--- src/rtl/paddle_pkg.sv ---
// Shared types and playfield constants for the pong paddle input path.
// Owner encoding is also the arbiter's FSM state encoding.
package paddle_pkg;

  typedef enum logic [1:0] {
    OWN_IDLE = 2'b00,
    OWN_ENC  = 2'b01,
    OWN_BTN  = 2'b10
  } owner_t;

  localparam int V_RES   = 480;
  localparam int PAD_H   = 40;
  localparam int PAD_MAX = V_RES - PAD_H;

endpackage

--- src/rtl/paddle_step_clamp.sv ---
// Moves a paddle position one step up or down, clamped to [0, MAX].
// The sum is formed one bit wider so a step past MAX cannot wrap.
module paddle_step_clamp #(
  parameter int CORDW = 10,
  parameter int MAX   = 440
) (
  input  logic [CORDW-1:0] pos,
  input  logic             dn,
  input  logic [CORDW-1:0] step,
  output logic [CORDW-1:0] nxt
);

  localparam logic [CORDW:0] MAX_W = (CORDW+1)'(MAX);

  logic [CORDW:0] sum;

  assign sum = {1'b0, pos} + {1'b0, step};

  always_comb begin
    nxt = pos;
    if (dn)
      nxt = (sum <= MAX_W) ? sum[CORDW-1:0] : MAX_W[CORDW-1:0];
    else
      nxt = (pos >= step) ? pos - step : '0;
  end

endmodule

--- src/rtl/paddle_input_arb.sv ---
// Arbitrates encoder steps and push-buttons for the paddle y register.
// Ownership lapses after HOLD_FRAMES idle frames of the current owner.
module paddle_input_arb #(
  parameter int CORDW       = 10,
  parameter int V_RES       = paddle_pkg::V_RES,
  parameter int PAD_H       = paddle_pkg::PAD_H,
  parameter int ENC_SP      = 4,
  parameter int BTN_SP      = 2,
  parameter int HOLD_FRAMES = 30,
  parameter int START_POS   = (V_RES - PAD_H) / 2
) (
  input  logic             i_clk,
  input  logic             i_rst_n,
  input  logic             i_enc_up,
  input  logic             i_enc_dn,
  input  logic             i_btn_up,
  input  logic             i_btn_dn,
  input  logic             i_frame,
  output logic [CORDW-1:0] o_pos,
  output logic [1:0]       o_owner,
  output logic             o_moved
);

  import paddle_pkg::*;

  localparam int PMAX = V_RES - PAD_H;
  localparam int HW   = $clog2(HOLD_FRAMES + 1);
  localparam logic [HW-1:0] HOLD_LD = HW'(HOLD_FRAMES);

  owner_t           state;
  logic [HW-1:0]    hold;
  logic [CORDW-1:0] pos_q;
  logic             moved_q;

  logic             enc_req;
  logic             btn_req;
  logic             take_enc;
  logic             take_btn;
  logic             mv;
  logic             dir_dn;
  logic [CORDW-1:0] step;
  logic [CORDW-1:0] nxt;

  // Both directions at once cancel out and count as no activity.
  assign enc_req = i_enc_up ^ i_enc_dn;
  assign btn_req = i_btn_up ^ i_btn_dn;

  always_comb begin
    take_enc = 1'b0;
    take_btn = 1'b0;
    case (state)
      OWN_IDLE: begin
        take_enc = enc_req;
        take_btn = !enc_req && btn_req && i_frame;
      end
      OWN_ENC: take_enc = enc_req;
      OWN_BTN: take_btn = btn_req && i_frame;
      default: ;
    endcase
  end

  assign mv     = take_enc | take_btn;
  assign dir_dn = take_enc ? i_enc_dn : i_btn_dn;
  assign step   = take_enc ? CORDW'(ENC_SP) : CORDW'(BTN_SP);

  paddle_step_clamp #(
    .CORDW (CORDW),
    .MAX   (PMAX)
  ) u_clamp (
    .pos  (pos_q),
    .dn   (dir_dn),
    .step (step),
    .nxt  (nxt)
  );

  always_ff @(posedge i_clk) begin
    if (!i_rst_n) begin
      state   <= OWN_IDLE;
      pos_q   <= CORDW'(START_POS);
      hold    <= '0;
      moved_q <= 1'b0;
    end else begin
      moved_q <= 1'b0;
      if (mv) begin
        pos_q   <= nxt;
        moved_q <= (nxt != pos_q);
        hold    <= HOLD_LD;
        state   <= take_enc ? OWN_ENC : OWN_BTN;
      end else if (i_frame && state != OWN_IDLE) begin
        if (hold <= HW'(1)) begin
          hold  <= '0;
          state <= OWN_IDLE;
        end else begin
          hold <= hold - HW'(1);
        end
      end
    end
  end

  assign o_pos   = pos_q;
  assign o_owner = state;
  assign o_moved = moved_q;

endmodule

--- config.mk ---
export PLATFORM = sky130hd
export DESIGN_NAME = paddle_input_arb
export DESIGN_NICKNAME = d
export VERILOG_FILES = /design/src/rtl/paddle_pkg.sv /design/src/rtl/paddle_step_clamp.sv /design/src/rtl/paddle_input_arb.sv
export SDC_FILE = /design/constraint.sdc
export NUM_CORES = 1
export LEC_CHECK = 0
export CORE_UTILIZATION = 63
export DETAILED_ROUTE_END_ITERATION = 10
export DONT_BUFFER_PORTS = 1
export GPL_ROUTABILITY_DRIVEN = 0
export PLACE_DENSITY = 0.78
export SETUP_SLACK_MARGIN = 0.5
export SLEW_MARGIN = 30
export SYNTH_ARGS = -nofsm -noshare
export SYNTH_HDL_FRONTEND = slang
export SYNTH_SLANG_ARGS = --single-unit
--- constraint.sdc ---
create_clock -name i_clk -period 6.15 [get_ports i_clk]
set_clock_uncertainty 0.1 [all_clocks]
set_input_delay 1.5375 -clock i_clk [delete_from_list [all_inputs] [get_ports i_clk]]
set_output_delay 1.5375 -clock i_clk [all_outputs]
set_load 0.005 [all_outputs]
After elaboration in Yosys (flattened, before gate mapping)

Cells that the tools add are included.

Word-level logic and storage cells: 45
Output and inout bits: 13
Input port bits: 7
Register bits after elaboration: 18

Add/sub/neg operators: 3
Bitwise operators: 4
$lt $le $gt $ge: 3
Multiplexer cells: 14
Reduce and logical (&&, ||, !) cells: 13
Eq/ne operators: 3

Operator list:

| cell                  | count |
|---|---|
| $mux W10              | 3 |
| $mux W5               | 3 |
| $add A10 B3 Y11       | 1 |
| $le A11 B9 Y1 const B | 1 |
| $ge A10 B3 Y1         | 1 |
| $ne A10 B10 Y1        | 1 |
| $sub A10 B3 Y10       | 1 |
| $mux W2               | 4 |
| $reduce_bool A2 Y1    | 3 |
| $le A5 B1 Y1 const B  | 1 |
| $sub A5 B1 Y5 const B | 1 |
| $logic_and A1 B1 Y1   | 4 |
| $reduce_and A2 Y1     | 2 |
| $reduce_or A2 Y1      | 2 |
| $mux W3               | 1 |
| $eq A2 B1 Y1 const B  | 1 |
| $eq A2 B2 Y1 const B  | 1 |
| $logic_not A2 Y1      | 1 |
| $mux W1               | 2 |
| $pmux W1 S2           | 1 |
| $xor A1 B1 Y1         | 2 |
| $logic_not A1 Y1      | 1 |
| $not A1 Y1            | 1 |
| $or A1 B1 Y1          | 1 |

Logic depth before layout (Yosys ltp)

Gate-level depths: netlist (run 1).

Depth after elaboration: 9
Depth in mapped cells: 14
Depth with buffers taken out: 13

Hierarchy

Synthesis (run 1) repeated with hierarchy kept, for this count alone.

Cells, all modules: 275
Area total of the unflattened synthesis: 2240.9 µm²

Modules (own cells, without submodules):

| module            | area each (µm²) | instances | cells an instance | sequential area each (µm²) |
|---|---|---|---|---|
| paddle_step_clamp | 1312.5          | 1         | 180               | 0.0 |
| paddle_input_arb  | 928.4           | 1         | 95                | 360.3 |

Worst setup path after synthesis (run 1)

OpenSTA, ideal clock, no wires.

Path type: input-to-reg
Start point: input port i_enc_up
End point: register moved_q, in the netlist o_moved
Stages: 13
Slack: 1.169 ns
Setup time: 0.122 ns
Data arrival time: 4.759 ns
Buffers on the path: 0
Required time: 5.928 ns
Path through: xnor2_1 nor2_1 inv_1 ha_1 fa_1 nor3b_1 nor3b_1 maj3_1 a211o_1 a211oi_4 a22oi_1 xnor2_1 o311a_1

Cells in the longest elaborated chain, start to end: 8
Elaborated cells on any way between the ends: 18
Classes of those cells: add/sub (2); order compare (2); eq/ne (1); mux (7); bitwise (2); reduce/logical (4)

RTL lines:

| what                   | RTL line                | source |
|---|---|---|
| start: declaration     | paddle_input_arb.sv:14  | `input logic i_enc_up,` |
| $xor A1 B1 Y1 *        | paddle_input_arb.sv:45  | `assign enc_req = i_enc_up ^ i_enc_dn;` |
| $mux W1                | paddle_input_arb.sv:51  | `case (state)` |
| $mux W3                | paddle_input_arb.sv:64  | `assign step = take_enc ? CORDW'(ENC_SP) : CORDW'(BTN_SP);` |
| $add A10 B3 Y11        | paddle_step_clamp.sv:17 | `assign sum = {1'b0, pos} + {1'b0, step};` |
| $le A11 B9 Y1          | paddle_step_clamp.sv:22 | `nxt = (sum <= MAX_W) ? sum[CORDW-1:0] : MAX_W[CORDW-1:0];` |
| $mux W10               | paddle_step_clamp.sv:22 |  |
| $mux W10               | paddle_step_clamp.sv:21 | `if (dn)` |
| $ne A10 B10 Y1         | paddle_input_arb.sv:86  | `moved_q <= (nxt != pos_q);` |
| end signal: assignment | paddle_input_arb.sv:86  |  |
| end: declaration       | paddle_input_arb.sv:33  | `logic moved_q;` |

Every way passes the cells marked *; elsewhere a longest branch is shown, timed or not.
A chain may end at the register's enable or synchronous reset.

Worst setup path after layout (run 1)

Same ends and word-level chain as after synthesis.

==> results.toml, run 1 <==
[outcome]
outcome = "finished, final reports clean"

[synth]
synth_cell_types = 60
yosys_register_bits = 18
synth_top_cell_area_share_pct = 21.7
synth_area_per_cell_um2 = 7.62
synth_common_cells = "a21oi_1 (24), nor2_1 (19), dfxtp_1 (18)"
synth_edf_count = 0
synth_flop_cell = "dfxtp_1"
yosysWarnings = 0
synth_nets = 233
synthArstFlopShare_pct = 0
synth_area_um2 = 1660
yosysMostFrequentCell = "a21oi_1"
yosys.area.top_type = "dfxtp_1"
yosysSeqAreaShare_pct = 21.7
yosys-top-cells-area = "dfxtp_1 (22%), a21oi_1 (7.2%), ha_1 (4.5%), nor2_1 (4.3%), o21ai_0 (3.0%)"
syn_inst = 218

[timing]
finalHoldViolCount = 0
min_period_ps = 5090
finalSetupViolations = 0
setup_ws_ps = 1060
drv_slew = 0
tightest_slew_ps = 834
finalSetupTns_ps = 0
whs_ps = 467
max_freq_mhz = 196
rsz0062_at_grt = "no"
slew_headroom_pct = 43.9
period_share_pct = 82.8

[clocking]
h-tree-depth = 1
postCtsHoldBufs = 0
path_clk_slew_ps = 110
cts_tree = "done"
cts_resized = 0
clk-insertion-delay-late_ps = 310
clockBufferDepth = 2
post_cts_buffers = 0
clock-root-buffer = "clkbuf_4"
numCtsBuffers = 3
clock-sinks = 18

[power_and_ir_drop]
peakVddDrop_uv = 196
seq_power_share_pct = 37.6
leakage_nw = 0.599
p_int_mw = 0.246
sw_frac_of_total_pct = 44.4
switching_power_mw = 0.197
combPwrFrac_pct = 48.3
power_frac_clock_pct = 14.2
p_total_mw = 0.443
p_per_area_nw_per_um2 = 264

[routing]
num_vias = 1726
vias_per_cell = 7.19
drc_errors = 0
drt_iter0_markers = 144
drtAntennaViolNets = 0
firstDrtPassIters = 5
wl_um = 4460
detail_route.wl_per_cell_um = 18.6

[grt]
grt_overflow = 0
grt_pass1_vias = 1582
antenna_found_initial = 0
grt_first_pass_wirelength_um = 7070
grt_usage_pct = 34.2
grt_max_degree = 19

[critical_path]
critPathRequiredTime_ps = 6260
cp-end-kind = "flop"
cp-start-kind = "primary input"
crit_fanout = 8
crit_type = "primary input to flop"
crit_arrival_ps = 5200

[floorplanning]
die_h_um = 53.4
die-area_um2 = 2850
ios = 20
num_rows = 18
die_w_um = 53.4
start_util_pct = 67.1
core_um2 = 2480

[cells_and_area]
diodes = 0
finish.utilization_pct = 67.6
fin_nets = 227
areaGrowthSynthToFinish_pct = 0.828
drive_above_1_share_pct = 8.10

[placement]
dpl.hpwl_um = 3240
post-place-ws_ps = 814
portBuffers = 0

[flow_run]
max_cap_viol_count = 0

[min_path]
hold_path.class = "flop to flop"
-- critical path, cell delays in order --
cell	delay, ps
xnor2_1	100
nor2_1	390
inv_1	210
ha_1	250
fa_1	480
nor3b_1	280
nor3b_1	90
maj3_1	400
a211o_1	380
a211oi_4	400
a22oi_1	160
xnor2_1	160
o311a_1	350
-- final timing paths --
check	slack [ps]	cells past startpoint	end	from
min	470	2	o_pos[0]	o_pos[0]
max reg2reg	1950	12	o_moved	o_owner[1]
max	1060	13	o_moved	i_enc_up
min reg2reg	470	2	o_pos[0]	o_pos[0]
-- area by class of cell --
type / count / area [µm²]
clock buffer: 3 / 22.5
fill: 217 / 802
inverter: 6 / 22.5
multi-input combinational: 180 / 1210
sequential: 18 / 360
tap: 30 / 37.5
timing repair buffer: 3 / 20.0
-- kinds of logic (layout without fill, tap and decap cells) --
| family | after synthesis | count (layout) | share of synthesized area (%) |
|---|---|---|---|
| compound gates | 78 | 78 | 32.0 |
| xor+xnor | 5 | 5 | 2.64 |
| buf+inv | 20 | 12 | 5.35 |
| mux | 3 | 3 | 2.18 |
| simple gates | 85 | 85 | 28.6 |
| fa+ha+maj | 9 | 9 | 7.53 |
| flops | 18 | 18 | 21.7 |
-- per-layer routing --
layer	GRT usage [%]	part of all wire, %
met5	0	0
met4	18.0	3.0
met3	5.17	9.1
met2	55.8	46
met1	42.6	42
-- metrics by stage --
stage / instance area (µm²) / instances
3_3_place_gp: 1650 / 236
4_1_cts: 1680 / 240
2_1_floorplan: 1660 / 218
3_5_place_dp: 1650 / 237
5_1_grt: 1680 / 240
6_report: 1680 / 240
-- power by group through the flow --
stage	clock network [mW]	logic, mW	registers [mW]
after floorplan	0	0.184	0.148
after global placement	0	0.200	0.167
after detailed placement	0	0.207	0.168
after CTS	0.0634	0.209	0.165
after global routing	0.0681	0.234	0.170
final	0.0627	0.214	0.167
-- placed cells by master (no fill, tap or decap), types with 3 or more instances in the layout --
| cell type | n |
|---|---|
| nand3_1 | 6 |
| xnor2_1 | 4 |
| or2_2 | 3 |
| a21oi_1 | 24 |
| or3_1 | 4 |
| inv_1 | 6 |
| nor2b_1 | 4 |
| nor3b_1 | 4 |
| nand2_1 | 11 |
| nand4_1 | 3 |
| clkbuf_4 | 3 |
| a21boi_0 | 6 |
| and2_1 | 3 |
| o21ai_0 | 10 |
| o211ai_1 | 5 |
| nor4_1 | 4 |
| a31oi_1 | 3 |
| dfxtp_1 | 18 |
| a22oi_1 | 3 |
| nor2_1 | 19 |
| ha_1 | 6 |
| o21a_1 | 3 |
| nor3_1 | 9 |
| and3_1 | 3 |
-- sequential cells by signal, indices dropped and copies added, names as in the netlist --
signal   cells
o_pos       10
o_owner      2
hold         5
o_moved      1
Note: power is estimated with default switching activity, not from simulation.
==> run 2, diff against run 1 <==
- clock period: 6.15 -> 5.35 ns (I/O delays scaled with it)
==> results.toml, run 2 (synthesis gave the netlist of run 1 again) <==
[outcome]
outcome = "finished, final reports clean"

[routing]
detail_route.wl_per_cell_um = 17.7
wl_um = 4290
firstDrtPassIters = 5
drt_iter0_markers = 108
drc_errors = 0
num_vias = 1716
drtAntennaViolNets = 0
vias_per_cell = 7.09

[critical_path]
reg2reg_slack_ps = 1480
rr_startpoint = "o_owner[1]"
crit_type = "primary input to flop"
crit_fanout = 8
rr_worst_depth = 12
r2r_end = "o_moved"
cp-start-kind = "primary input"
critPathRequiredTime_ps = 5460
cp-end-kind = "flop"
critPathLaunch = "i_enc_up"
crit_arrival_ps = 4650
cp-endpoint = "o_moved"

[power_and_ir_drop]
combPwrFrac_pct = 46.2
leakage_nw = 0.612
sw_frac_of_total_pct = 42.8
p_int_mw = 0.300
power_frac_clock_pct = 17.2
peakVddDrop_uv = 215
p_per_area_nw_per_um2 = 308
seq_power_share_pct = 36.6
switching_power_mw = 0.224

[clocking]
cts_resized = 0
cts_tree = "done"
path_clk_slew_ps = 110
clockBufferDepth = 2
clock-sinks = 18
clock-root-buffer = "clkbuf_4"
numCtsBuffers = 3
postCtsHoldBufs = 0
clk-insertion-delay-late_ps = 310
post_cts_buffers = 0
h-tree-depth = 1

[floorplanning]
start_util_pct = 67.1
num_rows = 18
die-area_um2 = 2850
die_h_um = 53.4
core_um2 = 2480
die_w_um = 53.4
ios = 20

[grt]
grt_pass1_vias = 1532
antenna_found_initial = 0
grt_overflow = 0
grt_usage_pct = 33.1
grt_first_pass_wirelength_um = 6840
grt_max_degree = 19

[cells_and_area]
areaGrowthSynthToFinish_pct = 2.26
diodes = 0
largest_reg_flops = 10
final_common_cell = "a21oi_1"
final_cell_area_um2 = 1700
fin_nets = 228
drive_above_1_share_pct = 8.96
final_cell_mix = "a21oi_1 (24), nor2_1 (19), dfxtp_1 (18)"

[timing]
period_share_pct = 84.9
whs_ps = 457
rsz0062_at_grt = "no"
drv_slew = 0
finalSetupViolations = 0
tightest_slew_ps = 751
min_period_ps = 4540
max_freq_mhz = 220
finalHoldViolCount = 0
slew_headroom_pct = 49.5
finalSetupTns_ps = 0

[placement]
portBuffers = 0
dpl_cell_area_um2 = 1660
dpl.hpwl_um = 3130

[min_path]
hold_path.class = "flop to flop"
worstHoldStart = "o_pos[0]"

[flow_run]
max_cap_viol_count = 0
-- run 2: changes by cell type in the layout (fill, tap and decap cells not counted), sizes merged --
cell    previous run  this run
buf                3         4
clkbuf             3         4
-- run 2: worst min-delay path by stage --
stage	to	cells past startpoint
4_1_cts	o_pos[0]	2
2_1_floorplan	o_pos[0]	2
3_5_place_dp	o_pos[0]	2
3_3_place_gp	o_pos[0]	2
6_report	o_pos[0]	2
5_1_grt	o_pos[0]	2
-- run 2: power groups by stage --
stage | clock network, mW | registers (mW) | logic, mW
after floorplan | 0 | 0.171 | 0.212
after CTS | 0.0915 | 0.190 | 0.238
after detailed placement | 0 | 0.193 | 0.236
final | 0.0903 | 0.192 | 0.242
after global placement | 0 | 0.192 | 0.232
after global routing | 0.100 | 0.195 | 0.265
-- run 2: worst max-delay path: stages --
cell      delay, ps
xnor2_1         100
nor2_1          110
inv_1           110
ha_1            220
fa_1            470
nor3b_1         280
nor3b_1          90
maj3_1          380
a211o_1         390
a211oi_4        430
a22oi_1         170
xnor2_1         170
o311a_1         360
-- run 2: final cells by class --
class	instances	area [µm²]
inverter	6	22.5
multi-input combinational	180	1210
fill	220	778
clock buffer	4	36.3
timing repair buffer	4	30.0
tap	30	37.5
sequential	18	360
-- run 2: routing by layer --
layer,up-vias,share of wire [%],track usage (%)
li1,818,-,-
met1,774,41,39.9
met2,99,46,54.4
met3,25,8.7,5.17
met4,0,4.2,19.7
met5,-,0,0
-- run 2: metrics by stage --
step	setup WS (ps)	cells	power (mW)	util (%)
floorplan	569	218	0.382	-
global placement	535	238	0.423	67.1
detailed placement	521	238	0.430	67.1
CTS	842	242	0.519	68.6
global route	647	242	0.561	68.6
finish	807	242	0.524	68.6
